`src/rtl/spi_burst_ram_pkg.sv`:
```
// Shared opcode constants and FSM state encoding for the SPI burst RAM slave.
package spi_burst_ram_pkg;

  localparam logic [1:0] OP_WRITE = 2'b00;
  localparam logic [1:0] OP_READ  = 2'b01;

  typedef enum logic [2:0] {
    IDLE,
    HEADER,
    WRITE,
    READ_TURN,
    READ,
    DROP
  } state_e;

endpackage

```
`src/rtl/spi_burst_ram_slave_if.sv`:
```
// Serial-side signal bundle of the SPI burst RAM slave.
interface spi_burst_ram_slave_if;
  logic ss_n;
  logic mosi;
  logic miso;
  logic busy;
  logic op_err;

  modport master (output ss_n, output mosi, input miso, input busy, input op_err);
  modport slave  (input ss_n, input mosi, output miso, output busy, output op_err);
endinterface

```
`src/rtl/spi_burst_ram_mem.sv`:
```
// Single-port synchronous RAM with registered read data; write wins if both strobes are set.
module spi_burst_ram_mem #(
  parameter int DATA_W = 8,
  parameter int ADDR_W = 8
) (
  input  logic              clk,
  input  logic              we,
  input  logic              re,
  input  logic [ADDR_W-1:0] addr,
  input  logic [DATA_W-1:0] wdata,
  output logic [DATA_W-1:0] rdata
);

  logic [DATA_W-1:0] mem [2**ADDR_W];

  // NOTE: neither the array nor the read register is reset: contents must survive rst,
  // and a resettable array could not be mapped onto a RAM macro.
  always_ff @(posedge clk) begin
    if (we) begin
      mem[addr] <= wdata;
    end else if (re) begin
      rdata <= mem[addr];
    end
  end

endmodule

```
`src/rtl/spi_burst_ram_slave.sv`:
```
// SPI slave giving burst read/write access to an on-chip RAM, one bit per clk edge.
// Frame: 2-bit opcode, ADDR_W-bit address, then an unbounded stream of DATA_W-bit words.
module spi_burst_ram_slave
  import spi_burst_ram_pkg::*;
#(
  parameter  int DATA_W = 8,
  parameter  int ADDR_W = 8,
  localparam int HDR_W  = 2 + ADDR_W
) (
  input logic                  clk,
  input logic                  rst,
  spi_burst_ram_slave_if.slave spi
);

  localparam int BIT_W = $clog2(DATA_W);
  localparam int CNT_W = $clog2(HDR_W);
  localparam logic [BIT_W-1:0] BIT_LAST = BIT_W'(DATA_W - 1);
  localparam logic [CNT_W-1:0] HDR_LAST = CNT_W'(HDR_W - 1);

  state_e            state;
  logic              armed;
  logic [CNT_W-1:0]  hdr_cnt;
  logic [HDR_W-2:0]  hdr_sh;
  logic [DATA_W-2:0] wr_sh;
  logic [BIT_W-1:0]  bit_idx;
  logic [ADDR_W-1:0] addr_ptr;
  logic              op_err_q;

  logic [HDR_W-1:0]  hdr_full;
  logic [1:0]        hdr_op;
  logic [DATA_W-1:0] wr_word;
  logic [DATA_W-1:0] rd_data;
  logic              mem_we;
  logic              mem_re;

  assign hdr_full = {hdr_sh, spi.mosi};
  assign hdr_op   = hdr_full[HDR_W-1 -: 2];
  assign wr_word  = {wr_sh, spi.mosi};

  // Strobes are combinational so the access lands on the very edge that samples the bit.
  assign mem_we = !rst && !spi.ss_n && (state == WRITE) && (bit_idx == '0);
  assign mem_re = !rst && !spi.ss_n &&
                  ((state == READ_TURN) || ((state == READ) && (bit_idx == '0)));

  spi_burst_ram_mem #(
    .DATA_W (DATA_W),
    .ADDR_W (ADDR_W)
  ) u_mem (
    .clk   (clk),
    .we    (mem_we),
    .re    (mem_re),
    .addr  (addr_ptr),
    .wdata (wr_word),
    .rdata (rd_data)
  );

  // NOTE: all state here uses non-blocking assignments so every register sees pre-edge values.
  always_ff @(posedge clk) begin
    if (rst) begin
      state    <= IDLE;
      armed    <= 1'b0;
      hdr_cnt  <= '0;
      hdr_sh   <= '0;
      wr_sh    <= '0;
      bit_idx  <= '0;
      addr_ptr <= '0;
      op_err_q <= 1'b0;
    end else begin
      op_err_q <= 1'b0;
      if (spi.ss_n) begin
        armed <= 1'b1;
        state <= IDLE;
      end else begin
        case (state)
          IDLE: begin
            // A select already low when reset lifts is not a frame start.
            if (armed) begin
              hdr_sh  <= hdr_full[HDR_W-2:0];
              hdr_cnt <= CNT_W'(1);
              state   <= HEADER;
            end
          end
          HEADER: begin
            if (hdr_cnt == HDR_LAST) begin
              addr_ptr <= hdr_full[ADDR_W-1:0];
              bit_idx  <= BIT_LAST;
              wr_sh    <= '0;
              case (hdr_op)
                OP_WRITE: state <= WRITE;
                OP_READ:  state <= READ_TURN;
                default: begin
                  state    <= DROP;
                  op_err_q <= 1'b1;
                end
              endcase
            end else begin
              hdr_sh  <= hdr_full[HDR_W-2:0];
              hdr_cnt <= hdr_cnt + 1'b1;
            end
          end
          WRITE: begin
            wr_sh <= wr_word[DATA_W-2:0];
            if (bit_idx == '0) begin
              bit_idx  <= BIT_LAST;
              addr_ptr <= addr_ptr + 1'b1;
            end else begin
              bit_idx <= bit_idx - 1'b1;
            end
          end
          READ_TURN: begin
            addr_ptr <= addr_ptr + 1'b1;
            bit_idx  <= BIT_LAST;
            state    <= READ;
          end
          READ: begin
            // Fetching the next word as the last bit retires keeps the stream gap-free.
            if (bit_idx == '0) begin
              bit_idx  <= BIT_LAST;
              addr_ptr <= addr_ptr + 1'b1;
            end else begin
              bit_idx <= bit_idx - 1'b1;
            end
          end
          DROP:    state <= DROP;
          default: state <= IDLE;
        endcase
      end
    end
  end

  assign spi.miso   = (state == READ) ? rd_data[bit_idx] : 1'b0;
  assign spi.busy   = (state != IDLE);
  assign spi.op_err = op_err_q;

endmodule

```
`src/flat_wrapper.sv`:
```
// flat-port wrapper written by rule: the top's interface ports become plain ports
module spi_burst_ram_slave_flat import spi_burst_ram_pkg::*;
#(
  parameter  int DATA_W = 8,
  parameter  int ADDR_W = 8,
  localparam int HDR_W  = 2 + ADDR_W
)
  (clk, rst, spi_ss_n, spi_mosi, spi_miso, spi_busy, spi_op_err);
  spi_burst_ram_slave_if spi_i ();
  input logic clk;
  input logic rst;
  input wire logic [$bits(spi_i.ss_n)-1:0] spi_ss_n;
  input wire logic [$bits(spi_i.mosi)-1:0] spi_mosi;
  output wire logic [$bits(spi_i.miso)-1:0] spi_miso;
  output wire logic [$bits(spi_i.busy)-1:0] spi_busy;
  output wire logic [$bits(spi_i.op_err)-1:0] spi_op_err;
  assign spi_i.ss_n = spi_ss_n;
  assign spi_i.mosi = spi_mosi;
  assign spi_miso = spi_i.miso;
  assign spi_busy = spi_i.busy;
  assign spi_op_err = spi_i.op_err;
  spi_burst_ram_slave #(.DATA_W(DATA_W), .ADDR_W(ADDR_W)) u_core (.clk(clk), .rst(rst), .spi(spi_i));
endmodule
```
`config.mk`:
```
export PLATFORM = sky130hd
export DESIGN_NAME = spi_burst_ram_slave_flat
export DESIGN_NICKNAME = d
export VERILOG_FILES = /design/src/rtl/spi_burst_ram_pkg.sv /design/src/rtl/spi_burst_ram_slave_if.sv /design/src/rtl/spi_burst_ram_mem.sv /design/src/rtl/spi_burst_ram_slave.sv /design/src/flat_wrapper.sv
export SDC_FILE = /design/constraint.sdc
export NUM_CORES = 2
export LEC_CHECK = 0
export ABC_AREA = 0
export CAP_MARGIN = 20
export CORE_ASPECT_RATIO = 1.25
export CORE_MARGIN = 2
export CORE_UTILIZATION = 30
export DETAILED_ROUTE_END_ITERATION = 7
export GPL_TIMING_DRIVEN = 1
export HOLD_SLACK_MARGIN = 0.02
export PLACE_DENSITY = 0.42
export SLEW_MARGIN = 25
export SYNTH_ARGS = -nofsm -noshare
export SYNTH_HDL_FRONTEND = slang
export SYNTH_SLANG_ARGS = --single-unit
```
`constraint.sdc`:
```
create_clock -name clk -period 4.9 [get_ports clk]
set_input_delay 0.98 -clock clk [delete_from_list [all_inputs] [get_ports clk]]
set_output_delay 0.98 -clock clk [all_outputs]
set_load 0.02 [all_outputs]
```
==> reports/results.txt <==
status - finished clean
Mapped Cells - 3734
leading area contributor after synthesis - edfxtp_1
Initial Utilization - 30.11%
Die X - 466.4 um
register area share after synthesis - 77.90%
syn_nets - 3746
asr flop ratio synth - 0%
Detailed Routing Iterations Pass 1 - 5
critical path type - flip-flop to primary output
PD cells - 386.2 nW/um^2
delay-heaviest family, CP - simple AND/OR/NAND/NOR gates
Num CTS Buffers - 219
Slew @ Worst Pin - 1.089 ns
Cell Area, Synth - 80180 um^2
crit-path max FO - 12
Clock Tree Buf Depth - 4
Worst R2R End - u_core.u_mem.rdata[7]
clock root cell - clkbuf_16
relative slew slack - 27.16%
worst path required time - 3.92 ns
Worst path slowest cell - clkdlybuf4s50_1
fill cell count - 24720
total routed wirelength - 223500 um
Setup violations, final - 0
clk sinks - 2092
minimum period implied by the final worst setup slack - 3.933 ns
Max IR drop VDD - 0.0002806 V
Site Rows - 212
mean area per synthesized cell - 21.47 um^2
WL/cell - 29.05 um
Finished Cell Area - 93580 um^2
worst hold path class - flip-flop to flip-flop
Max Cap Viol - 0
Register-to-Register Path Depth - 7
total setup buffers inserted after CTS - 0
core outline area - 266300 um^2
layout cells sized above 1 - 27.49%
GR Util met3 - 2.241%
Reg clk slew, reported paths - 0.06 ns
CTS HTree Levels - 4
count leader, synth - edfxtp_1
reg2reg setup slack - 1.08 ns
sum of buffers and inverters on the critical path - 1
DP Wirelength - 136600 um
P_leak - 30.85 nW
Achievable Freq - 254.2 MHz
Most used DFF post-synth - edfxtp_1
worst setup path endpoint - spi_miso
Setup crit start - u_core.state[2]
Post-synth top cells - edfxtp_1, mux4_2, nor2_1, a22oi_1, a21oi_1
grt met1 use - 21.54%
Min Hold Slack - 0.4959 ns
Detail Route Antenna Nets - 0
first-pass GRT wire length - 317600 um
cells along the critical path - or3b_2 -> nor2_1 -> clkdlybuf4s50_1
post-synth top area share - 77.00%
hold buffer count at cts - 0
Vias/cell - 4.960
TNS Setup - 0 ns
slowest stage delay, CP - 0.67 ns
Die Y - 582.0 um
skew final - 0.04849 ns
DRC Markers - 0
RSZ-0062 raised after global routing - false
most used routing layer - met2
Syn. warnings - 0
post-CTS sizing - 0
GP Congestion - 0.7681
worst r2r src - u_core.addr_ptr[0]
GRT Overall Usage - 16.33%
CTS tree - done
top cells by area, synth - edfxtp_1, mux4_2, a22oi_1
critical path capture point type - primary output
Crit path depth - 3
fraction of the cycle the final worst path needs - 80.27%
die area - 271500 um^2
Post-synth EDFFs - 2056
WP data arrival - 2.95 ns
Worst setup SP type - flip-flop
number of synthesized register bits - 2092
I/O pin count - 7
Hold Vio Cnt, Final - 0
initial antenna violation count - 3
Port Buffers - 6
largest net degree at the start of global routing - 158
DR iter-0 viols - 3561
synth unique cells - 48
Power Total - 36.14 mW
area grow syn2layout - 16.71%
vias in the first global route - 40460
via count - 38170
Slew Viols, Final - 0
placed cell area - 86480 um^2
Worst-Skew Late Latency - 0.88 ns
Layout Utilization - 35.14%
nets - 4006
global route overflow - 0
M2 GR Usage - 28.39%
==> tightest hold or removal path, stage by stage (launching register included) <==
cell     delay [ns]
dfxtp_1        0.32
nor2_1         0.10
nor2_1         0.04
==> how the worst min path moves through the flow <==
stage                            from                end  slack (ns)  cells past startpoint
floorplan                u_core.armed       u_core.armed        0.46                      2
global placement         u_core.armed       u_core.armed        0.49                      2
detailed placement       u_core.armed       u_core.armed        0.48                      2
CTS                      u_core.armed       u_core.armed        0.50                      2
global route        u_core.hdr_cnt[1]  u_core.hdr_cnt[1]        0.54                      2
finish                   u_core.armed       u_core.armed        0.50                      2
==> through the flow <==
| stage | std cells | setup slack (ns) |
|---|---|---|
| 2_1_floorplan | 3734 | 0.6276 |
| 3_3_place_gp | 7303 | 0.7677 |
| 3_5_place_dp | 7303 | 0.7257 |
| 4_1_cts | 7691 | 0.8752 |
| 5_1_grt | 7693 | 0.8776 |
| 6_report | 7694 | 0.9666 |
==> cell type report <==
class	count	area [um^2]	share of cell area, %
Sequential cell	2092	62490	66.78
Multi-Input combinational cell	1395	16870	18.03
Clock buffer	270	5778	6.174
Tap cell	3531	4418	4.721
Timing Repair Buffer	281	2693	2.877
Clock inverter	118	1303	1.392
Inverter	5	18.77	0.02005
Antenna cell	2	5.005	0.005348
==> metal layers <==
metal	routed length [um]	part of all wire (%)	vias up
met5	0	0	-
met1	94660	42	20790
met2	115800	52	834
met4	4833	2.2	0
li1	-	-	16280
met3	8237	3.7	262
==> kinds of logic (layout without fill, tap and decap cells) <==
family | Yosys count | in the layout | share of synthesized area, %
DFF | 2092 | 2092 | 77.90
muxes | 525 | 525 | 14.58
and+or+nand+nor | 394 | 394 | 2.091
AOI/OAI and AO/OA | 467 | 467 | 3.963
adders and majority gates | 8 | 8 | 0.1248
xor gates and xnor gates | 1 | 1 | 0.01092
other | 0 | 2 | 0
buffers and inverters | 247 | 674 | 1.339
==> power by group <==
group          total, mW  switching [mW]  internal, mW
logic             0.0715          0.0564        0.0151
registers           19.4         0.00326          19.4
clock network       16.7            6.90          9.79
total               36.1            6.96          29.2
==> placed cells by master, fill, tap and decap left out, types with 6 or more instances in the layout <==
| master | count |
|---|---|
| clkinvlp_4 | 7 |
| bufinv_16 | 28 |
| nand2b_1 | 6 |
| clkinv_2 | 34 |
| clkbuf_16 | 224 |
| buf_12 | 45 |
| mux2i_1 | 10 |
| edfxtp_1 | 2056 |
| mux4_2 | 514 |
| nand4_1 | 9 |
| nor3_1 | 7 |
| clkbuf_1 | 46 |
| nor2_1 | 286 |
| o21ai_0 | 11 |
| a21oi_1 | 139 |
| dfxtp_1 | 27 |
| buf_4 | 230 |
| nor2b_1 | 10 |
| nand3_2 | 17 |
| a22oi_1 | 264 |
| nand2_1 | 18 |
| clkinv_1 | 44 |
| nand3_1 | 9 |
| o41ai_2 | 11 |
| ha_1 | 8 |
| o41ai_1 | 21 |
| dfxtp_4 | 9 |
==> sequential cells by signal, indices dropped and copies added, names as in the netlist <==
name                cells
u_core.u_mem.rdata      8
u_core.addr_ptr         8
u_core.u_mem.mem     2048
u_core.hdr_sh           9
u_core.bit_idx          3
u_core.wr_sh            7
u_core.armed            1
u_core.spi.op_err       1
u_core.hdr_cnt          4
u_core.state            3
No activity file was read; power rests on OpenSTA's default activity.
